## config.mk

```make
export PLATFORM = sky130hd
export DESIGN_NAME = hft_zero_plus_mc
export DESIGN_NICKNAME = d
export VERILOG_FILES = /design/src/rtl/hft_zero_plus_mc.sv
export SDC_FILE = /design/constraint.sdc
export NUM_CORES = 1
export LEC_CHECK = 0
export BUFFER_PORTS_ARGS = -buffer_cell sky130_fd_sc_hd__clkbuf_2
export CORE_MARGIN = 1.5
export CORE_UTILIZATION = 55
export DETAILED_ROUTE_END_ITERATION = 12
export PLACE_DENSITY = 0.76
export SYNTH_ARGS = -nofsm -noshare
export SYNTH_HDL_FRONTEND = slang
export SYNTH_SLANG_ARGS = --single-unit
export TNS_END_PERCENT = 50
```

## constraint.sdc

```tcl
create_clock -name ap_clk -period 11.4 [get_ports ap_clk]
set_clock_uncertainty 0.05 [all_clocks]
set_input_delay 1.14 -clock ap_clk [delete_from_list [all_inputs] [get_ports ap_clk]]
set_output_delay 1.14 -clock ap_clk [all_outputs]
set_load 0.005 [all_outputs]
```

## src/rtl/hft_zero_plus_mc.sv

```systemverilog
// Multi-channel top-of-book quoting engine: takes one book snapshot per start, decides
// HOLD/BUY/SELL against per-channel position limits and cooldowns, and tracks fills.
module hft_zero_plus_mc #(
    parameter int DATA_WIDTH = 32,
    parameter int NUM_CH     = 4,
    parameter int CH_W       = 2,
    parameter int ORDER_QTY  = 50,
    parameter int MAX_POS    = 100,
    parameter int MAX_SPREAD = 1,
    parameter int MIN_QUEUE  = 100,
    parameter int COOLDOWN   = 8
) (
    input  logic                         ap_clk,
    input  logic                         ap_rst,
    input  logic                         ap_start,
    input  logic [CH_W-1:0]              channel,
    input  logic [DATA_WIDTH-1:0]        best_bid_price,
    input  logic [DATA_WIDTH-1:0]        best_ask_price,
    input  logic [DATA_WIDTH-1:0]        best_bid_qty,
    input  logic [DATA_WIDTH-1:0]        best_ask_qty,
    input  logic                         fill_valid,
    input  logic [CH_W-1:0]              fill_channel,
    input  logic                         fill_side,
    input  logic [DATA_WIDTH-1:0]        fill_qty,
    output logic                         ap_done,
    output logic                         ap_idle,
    output logic                         ap_ready,
    output logic [1:0]                   action,
    output logic [CH_W-1:0]              out_channel,
    output logic [DATA_WIDTH-1:0]        price,
    output logic [DATA_WIDTH-1:0]        quantity,
    output logic signed [DATA_WIDTH-1:0] position,
    output logic                         ch_err
);
    localparam int W    = DATA_WIDTH;
    localparam int CD_W = (COOLDOWN < 1) ? 1 : $clog2(COOLDOWN + 1);

    localparam logic signed [W:0]   SPREAD_MAX = (W+1)'(MAX_SPREAD);
    localparam logic signed [W:0]   ORD_QTY_X  = (W+1)'(ORDER_QTY);
    localparam logic signed [W:0]   POS_LIM    = (W+1)'(MAX_POS);
    localparam logic [W-1:0]        QUEUE_MIN  = W'(MIN_QUEUE);
    localparam logic [W-1:0]        ORD_QTY    = W'(ORDER_QTY);
    localparam logic [CD_W-1:0]     CD_LOAD    = CD_W'(COOLDOWN);
    localparam logic signed [W+1:0] SAT_MAX    = {3'b000, {(W-1){1'b1}}};
    localparam logic signed [W+1:0] SAT_MIN    = -SAT_MAX;

    localparam logic [1:0] ACT_HOLD = 2'd0;
    localparam logic [1:0] ACT_BUY  = 2'd1;
    localparam logic [1:0] ACT_SELL = 2'd2;

    typedef enum logic [1:0] {IDLE, EVAL, DONE} state_t;

    state_t state, state_next;

    logic [CH_W-1:0] cap_ch;
    logic [W-1:0]    cap_bid, cap_ask, cap_bid_qty, cap_ask_qty;

    logic signed [W-1:0] pos [NUM_CH];
    logic [CD_W-1:0]     cd  [NUM_CH];

    logic                ch_ok;
    logic signed [W-1:0] cur_pos;
    logic [CD_W-1:0]     cur_cd;
    logic signed [W:0]   spread, pos_x;
    logic                spread_ok, buy_ok, sell_ok;
    logic [1:0]          dec_act;

    // Fill accumulation needs two guard bits: a full-range unsigned qty against a signed position.
    function automatic logic signed [W-1:0] sat_fill(input logic signed [W-1:0] p,
                                                     input logic sell,
                                                     input logic [W-1:0] q);
        logic signed [W+1:0] p_x, q_x, s;
        p_x = {{2{p[W-1]}}, p};
        q_x = {2'b00, q};
        s   = sell ? (p_x - q_x) : (p_x + q_x);
        if (s > SAT_MAX)      return SAT_MAX[W-1:0];
        else if (s < SAT_MIN) return SAT_MIN[W-1:0];
        else                  return s[W-1:0];
    endfunction

    // NOTE: every variable gets a default at the top of always_comb so no path can infer a latch.
    always_comb begin
        state_next = state;
        ap_ready   = 1'b0;
        case (state)
            IDLE: if (ap_start) begin
                state_next = EVAL;
                ap_ready   = !ap_rst;
            end
            EVAL:    state_next = DONE;
            DONE:    state_next = IDLE;
            default: state_next = IDLE;
        endcase
    end

    assign ap_done = (state == DONE);
    assign ap_idle = (state == IDLE);

    // NOTE: sequential state uses non-blocking assignments so every register samples pre-edge values.
    always_ff @(posedge ap_clk or posedge ap_rst) begin
        if (ap_rst) state <= IDLE;
        else        state <= state_next;
    end

    always_ff @(posedge ap_clk or posedge ap_rst) begin
        if (ap_rst) begin
            cap_ch      <= '0;
            cap_bid     <= '0;
            cap_ask     <= '0;
            cap_bid_qty <= '0;
            cap_ask_qty <= '0;
        end else if (state == IDLE && ap_start) begin
            cap_ch      <= channel;
            cap_bid     <= best_bid_price;
            cap_ask     <= best_ask_price;
            cap_bid_qty <= best_bid_qty;
            cap_ask_qty <= best_ask_qty;
        end
    end

    always_comb begin
        ch_ok   = 1'b0;
        cur_pos = '0;
        cur_cd  = '0;
        for (int i = 0; i < NUM_CH; i++) begin
            if (cap_ch == CH_W'(i)) begin
                ch_ok   = 1'b1;
                cur_pos = pos[i];
                cur_cd  = cd[i];
            end
        end
    end

    assign spread    = $signed({1'b0, cap_ask}) - $signed({1'b0, cap_bid});
    assign spread_ok = !spread[W] && (spread != '0) && (spread <= SPREAD_MAX);
    assign pos_x     = {cur_pos[W-1], cur_pos};

    assign buy_ok  = spread_ok && (cur_cd == '0) && (cap_bid_qty >= QUEUE_MIN) &&
                     (cap_bid_qty > cap_ask_qty) && ((pos_x + ORD_QTY_X) <= POS_LIM);
    assign sell_ok = spread_ok && (cur_cd == '0) && (cap_ask_qty >= QUEUE_MIN) &&
                     (cap_ask_qty > cap_bid_qty) && ((pos_x - ORD_QTY_X) >= -POS_LIM);

    always_comb begin
        dec_act = ACT_HOLD;
        if (ch_ok) begin
            if (buy_ok)       dec_act = ACT_BUY;
            else if (sell_ok) dec_act = ACT_SELL;
        end
    end

    // Results are registered on the EVAL->DONE edge and held until the next decision.
    always_ff @(posedge ap_clk or posedge ap_rst) begin
        if (ap_rst) begin
            action      <= ACT_HOLD;
            out_channel <= '0;
            price       <= '0;
            quantity    <= '0;
            position    <= '0;
            ch_err      <= 1'b0;
        end else if (state == EVAL) begin
            action      <= dec_act;
            out_channel <= cap_ch;
            price       <= (dec_act == ACT_BUY)  ? cap_bid :
                           (dec_act == ACT_SELL) ? cap_ask : '0;
            quantity    <= (dec_act == ACT_HOLD) ? '0 : ORD_QTY;
            position    <= ch_ok ? cur_pos : '0;
            ch_err      <= !ch_ok;
        end
    end

    // NOTE: the per-channel arrays are architectural state, so they are reset like any register.
    always_ff @(posedge ap_clk or posedge ap_rst) begin
        if (ap_rst) begin
            for (int i = 0; i < NUM_CH; i++) begin
                pos[i] <= '0;
                cd[i]  <= '0;
            end
        end else begin
            for (int i = 0; i < NUM_CH; i++) begin
                if (state == EVAL && cap_ch == CH_W'(i) && dec_act != ACT_HOLD)
                    cd[i] <= CD_LOAD;
                else if (cd[i] != '0)
                    cd[i] <= cd[i] - 1'b1;
                if (fill_valid && fill_channel == CH_W'(i))
                    pos[i] <= sat_fill(pos[i], fill_side, fill_qty);
            end
        end
    end

endmodule

```

Word level (Yosys, flattened, before mapping)
Cells that the tools add are included.
{"block": "totals", "regBits": 377, "latch_bits": 0, "ram_bits": 0, "rom_bits": 0, "word_cells": 144, "n_memories": 0}
{"block": "classes", "n_addsub": 15, "mul": 0, "div": 0, "magnitude_cmp": 15, "n_eq_ne": 11, "shifts": 0, "n_mux": 43, "n_bitwise": 0, "n_reduce_logical": 40}
{"cell": "two-way mux 32 bit", "count": 15}
{"cell": "adder 32 x 33 -> 34 bit", "count": 4}
{"cell": "greater-than comparator 34 x 32 -> 1 bit (second input constant)", "count": 4}
{"cell": "< comparator 34 x 32 -> 1 bit (second input constant)", "count": 4}
{"cell": "two-way mux 34 bit", "count": 4}
{"cell": "subtractor 32 x 33 -> 34 bit", "count": 4}
{"cell": ">= comparator 32 x 7 -> 1 bit (second input constant)", "count": 2}
{"cell": "greater-than comparator 32 bit", "count": 2}
{"cell": "two-way mux 4 bit", "count": 12}
{"cell": "adder 32 x 7 -> 33 bit (second input constant)", "count": 1}
{"cell": ">= comparator 33 x 8 -> 1 bit (second input constant)", "count": 1}
{"cell": "<= comparator 33 x 2 -> 1 bit (second input constant)", "count": 1}
{"cell": "<= comparator 33 x 8 -> 1 bit (second input constant)", "count": 1}
{"cell": "nonzero test 33 bit", "count": 1}
{"cell": "subtractor 32 x 32 -> 33 bit", "count": 1}
{"cell": "subtractor 32 x 7 -> 33 bit (second input constant)", "count": 1}
{"cell": "logical AND 1 bit", "count": 22}
{"cell": "nonzero test 4 bit", "count": 4}
{"cell": "subtractor 4 x 1 -> 4 bit (second input constant)", "count": 4}
{"cell": "== test 2 bit (second input constant)", "count": 6}
{"cell": "nonzero test 2 bit", "count": 5}
{"cell": "== test 2 x 1 -> 1 bit (second input constant)", "count": 4}
{"cell": "zero test 2 bit", "count": 4}
{"cell": "two-way mux 2 bit", "count": 4}
{"cell": "other kinds (6)", "count": 13}

Logic depth before layout (Yosys ltp)
{"block": "depth", "word_depth": 16, "depth_mapped": 23, "ltp_nobuf": 20}

Least setup slack after synthesis
OpenSTA, ideal clock, no wires.
{"block": "synth_timing", "path_type": "input to output", "from": "input port ap_rst", "to": "output port ap_ready", "arrival_ps": 9098, "slack_ps": 1112, "stages": 2, "cell_sequence": "inv_1 > and3_1"}
{"block": "synth_between", "elab_chain_cells": 3}
{"element": "start: declaration", "line_no": "14", "text": "input logic ap_rst,"}
{"element": "zero test 1 bit (no line)"}
{"element": "two-way mux 1 bit", "line_no": "86", "text": "IDLE: if (ap_start) begin"}
{"element": "two-way mux 1 bit", "line_no": "85", "text": "case (state)"}
{"element": "end: declaration", "line_no": "27", "text": "output logic ap_ready,"}
No other way between the ends.

Worst setup path in the final report
{"block": "layout_timing", "from": "input port fill_qty[0]", "to": "register pos[43] in the netlist's numbering"}
{"block": "layout_between", "elab_chain_cells": 5, "word_cells_on_any_way": 7, "classes_between": "2 x add/sub; 2 x order compare; 3 x mux"}
{"element": "start: declaration", "line_no": "24", "text": "input logic [DATA_WIDTH-1:0] fill_qty,"}
{"element": "adder 32 x 33 -> 34 bit or subtractor 32 x 33 -> 34 bit (tied branches)", "line_no": "75", "text": "s = sell ? (p_x - q_x) : (p_x + q_x);"}
{"element": "two-way mux 34 bit *", "line_no": "75"}
{"element": "< comparator 34 x 32 -> 1 bit", "line_no": "77", "text": "else if (s < SAT_MIN) return SAT_MIN[W-1:0];"}
{"element": "two-way mux 32 bit", "line_no": "77"}
{"element": "two-way mux 32 bit *", "line_no": "76", "text": "if (s > SAT_MAX) return SAT_MAX[W-1:0];"}
{"element": "end signal: indexed assignment", "line_no": "185", "text": "pos[i] <= sat_fill(pos[i], fill_side, fill_qty);"}
{"element": "end: declaration", "line_no": "58", "text": "logic signed [W-1:0] pos [NUM_CH];"}
Mark *: on every way between the ends. The rest lies on a longest branch, timed or not.
A chain may end at the register's enable or synchronous reset.

==> flow_summary.toml <==
[status]
status = "finished, final reports clean"

[flow_run]
maxCapViolCount = 0

[placed_design]
placedCellCount = 4147
hpwl_mm = 67.2
gp_congestion = 1.00
pre_cts_ws_ns = 3.43
port_buffers = 243

[sta]
fmax_mhz = 132
post-route-period-util_pct = 66.3
fin_setup_tns_ns = 0
worst_pin_slew_ns = 1.26
finalMaxSlewViolations = 0
rsz0062_at_grt = "no"
final.setup.worst_slack_ns = 3.84
setup_viol = 0
slew_headroom_pct = 15.7
hold_viol_final = 0
min_period_ns = 7.56

[cts]
clkTransAtPathRegs_ns = 0.06
clock_path_buffers = 3
cts_sinks = 346
htreeDepth = 2
post_cts_buffers = 0
cts-buffers-inserted = 40
cts.repair.resized = 0
cts_tree = "yes"
cts_root_buffer = "clkbuf_16"
cts_hold_buf = 0
clock_latency_ns = 0.57

[floorplanning]
coreArea_sq_um = 51200
initial_core_util_pct = 55.4
dieHeight_um = 230
die_area_sq_um = 53000
die_w_um = 230
std_cell_rows = 83
io_pins = 273

[routing]
dr.pass1.iters = 5
wirelength_mm = 86.2
via_per_inst = 6.30
ant_nets = 0
drcViolationCount = 0
wl_per_cell_um = 20.4
drt_iter0_markers = 2291
vias = 26600

[final_layout]
ff_latch_area_sq_um = 8660
multiInputGateArea_sq_um = 18300
fin_util_pct = 61.1
layout-drive-gt1-share_pct = 14.6
fin_nets = 3891
fill_cells = 4566
final_cells = 4219
syn2layout_area_growth_pct = 10.2

[setup_path]
cp-end-kind = "flop"
cpPeakStageDelay_ns = 0.78
worstSetupStartpointType = "input port"
critPathRequiredTime_ns = 11.73
critPathArrivalTime_ns = 7.89
worstSetupPathType = "in2reg"
crit_fanout = 21
cp_slowest_cell = "a21o_1"
crit_chain = "clkbuf_2 > inv_1 > ha_1 > nand2b_1 > or4_1 > nor4_1 > buf_4 > nor4b_1 > a21oi_1 > xnor2_1 > buf_4 > ha_1 > nand2_1 > nor2_1 > a221oi_1 > or3b_1 > o31ai_1 > nor3b_1 > nor4_1 > nand4_1 > o311ai_2 > a21o_1 > o221ai_1"

[power]
leakage_nw = 14.4
powerDensity_nw_per_um2 = 297
power_mw = 9.29
peakVddDrop_mv = 0.131

[global_route]
grt_start_max_net_pins = 101
grt_pass1_wl_mm = 134
grt_overflow_total = 0
first_global_vias = 25100
grt_use_total_pct = 31.7
antenna_found_initial = 3

[logic_synthesis]
synth.largest_area_cell = "dfrtp_1"
ys_seq_area_share_pct = 30.5
synthCells = 3354
async_flop_share_pct = 100
synth_edf_count = 0
avgSynthCellArea_sq_um = 8.46
ys_ff_latch = 346
yosysWarnings = 0
yosysUniqueCellTypes = 104
ys.flop_type = "dfrtp_1"
netlist_area_sq_um = 28400
yosys-top-cells-area = "dfrtp_1, ha_1, nand2_1, o21ai_0, a21oi_1"
synth.top_cell.area_share_pct = 30.5

[worst_hold_path]
hp-class = "reg2reg"
[metrics by stage]
stage                     area [sq um]  hold WS, ns
after global routing             31300        0.455
final                            31300        0.423
after floorplan                  28500        0.399
after global placement           29900        0.408
after CTS                        31300        0.427
after detailed placement         29900        0.412
[power breakdown]
part	total, mW	internal (mW)	switching (mW)
clock	1.33	0.810	0.523
combinational	5.92	2.24	3.68
sequential	2.04	1.62	0.417
[final cells by class]
cell class	instances	share of cell area [%]
multi-input combinational	2682	58.6
sequential	346	27.7
timing repair buffer	281	4.80
clock buffer	56	3.65
tap	680	2.72
inverter	158	1.92
clock inverter	14	0.644
antenna	2	0.0160
[sequential cells by signal, indices dropped and copies added, names as in the netlist]
register	flops
pos	128
ch_err	1
cap_ask_qty	32
price	32
out_channel	2
cd	16
state	2
quantity	1
cap_bid_qty	32
cap_ch	2
action	2
position	32
cap_bid	32
cap_ask	32
[cell usage after synthesis, types with 10 or more instances]
| cell type | number |
|---|---|
| a211oi_1 | 50 |
| a21boi_0 | 14 |
| a21o_1 | 136 |
| a21oi_1 | 222 |
| a221oi_1 | 21 |
| a31oi_1 | 34 |
| and2_1 | 19 |
| and3_1 | 25 |
| and4_1 | 13 |
| buf_1 | 11 |
| buf_2 | 28 |
| buf_4 | 36 |
| clkbuf_1 | 114 |
| dfrtp_1 | 346 |
| ha_1 | 208 |
| inv_1 | 157 |
| mux2_2 | 71 |
| mux2i_1 | 24 |
| mux4_2 | 32 |
| nand2_1 | 372 |
| nand2b_1 | 27 |
| nand3_1 | 65 |
| nand3b_1 | 11 |
| nand4_1 | 58 |
| nor2_1 | 280 |
| nor2b_1 | 28 |
| nor3_1 | 100 |
| nor3b_1 | 10 |
| nor4_1 | 40 |
| o211ai_1 | 25 |
| o21a_1 | 28 |
| o21ai_0 | 231 |
| o21bai_1 | 19 |
| o22ai_1 | 32 |
| o311ai_0 | 13 |
| o31ai_1 | 51 |
| or2_2 | 14 |
| or3_1 | 22 |
| or4_1 | 15 |
| xnor2_1 | 108 |
| xor2_1 | 54 |
[kinds of logic (layout without fill, tap and decap cells)]
kind of cell	Yosys count	after routing	share of synthesized area (%)
and+or+nand+nor	1142	1142	19.7
adders and majority gates	213	213	9.53
buffers and inverters	354	509	5.47
AOI/OAI and AO/OA	1009	1009	23.6
DFF	346	346	30.5
other	1	31	0.0132
xor gates and xnor gates	162	162	5.00
muxes	127	127	6.20
[cell usage in the layout (no fill, tap or decap), types with 40 or more instances in the layout]
cell,count
o21ai_0,231
a21oi_1,221
nand2_1,372
xor2_1,54
o31ai_1,51
a21o_1,136
xnor2_1,108
nor4_1,40
ha_1,208
a211oi_1,50
nand3_1,65
nor3_1,100
inv_1,156
mux2_2,71
clkbuf_2,243
clkbuf_16,41
nor2_1,279
nand4_1,58
dfrtp_1,344
[layer usage]
metal  track usage [%]  vias up  share of wire, %
met5                 0        -             0.013
met4              12.8        2               4.0
met3              4.18      195               6.8
met2              52.8     1057                47
met1              41.7    12700                42
li1                  -    12600                 -
[path summary, 6_finish.rpt]
path	start	endpoint	slack, ns	cells after the start
worst max-delay path	fill_qty[0]	pos[43]	3.84	23
worst min-delay path	out_channel[0]	out_channel[0]	0.42	2
worst max register to register	cap_ch[1]	price[12]	5.79	14
worst min register to register	out_channel[0]	out_channel[0]	0.42	2
max in group asynchronous	ap_rst	cd[3]	8.54	4
min in group asynchronous	ap_rst	position[3]	0.60	2
[critical path, delay by kind of cell]
family,cells,cell delay (ns)
buffers and inverters,4,0.66
AOI/OAI and AO/OA,6,2.73
adders and majority gates,2,0.54
and+or+nand+nor,10,2.65
xor gates and xnor gates,1,0.16
Note: power is estimated with default switching activity, not from simulation.
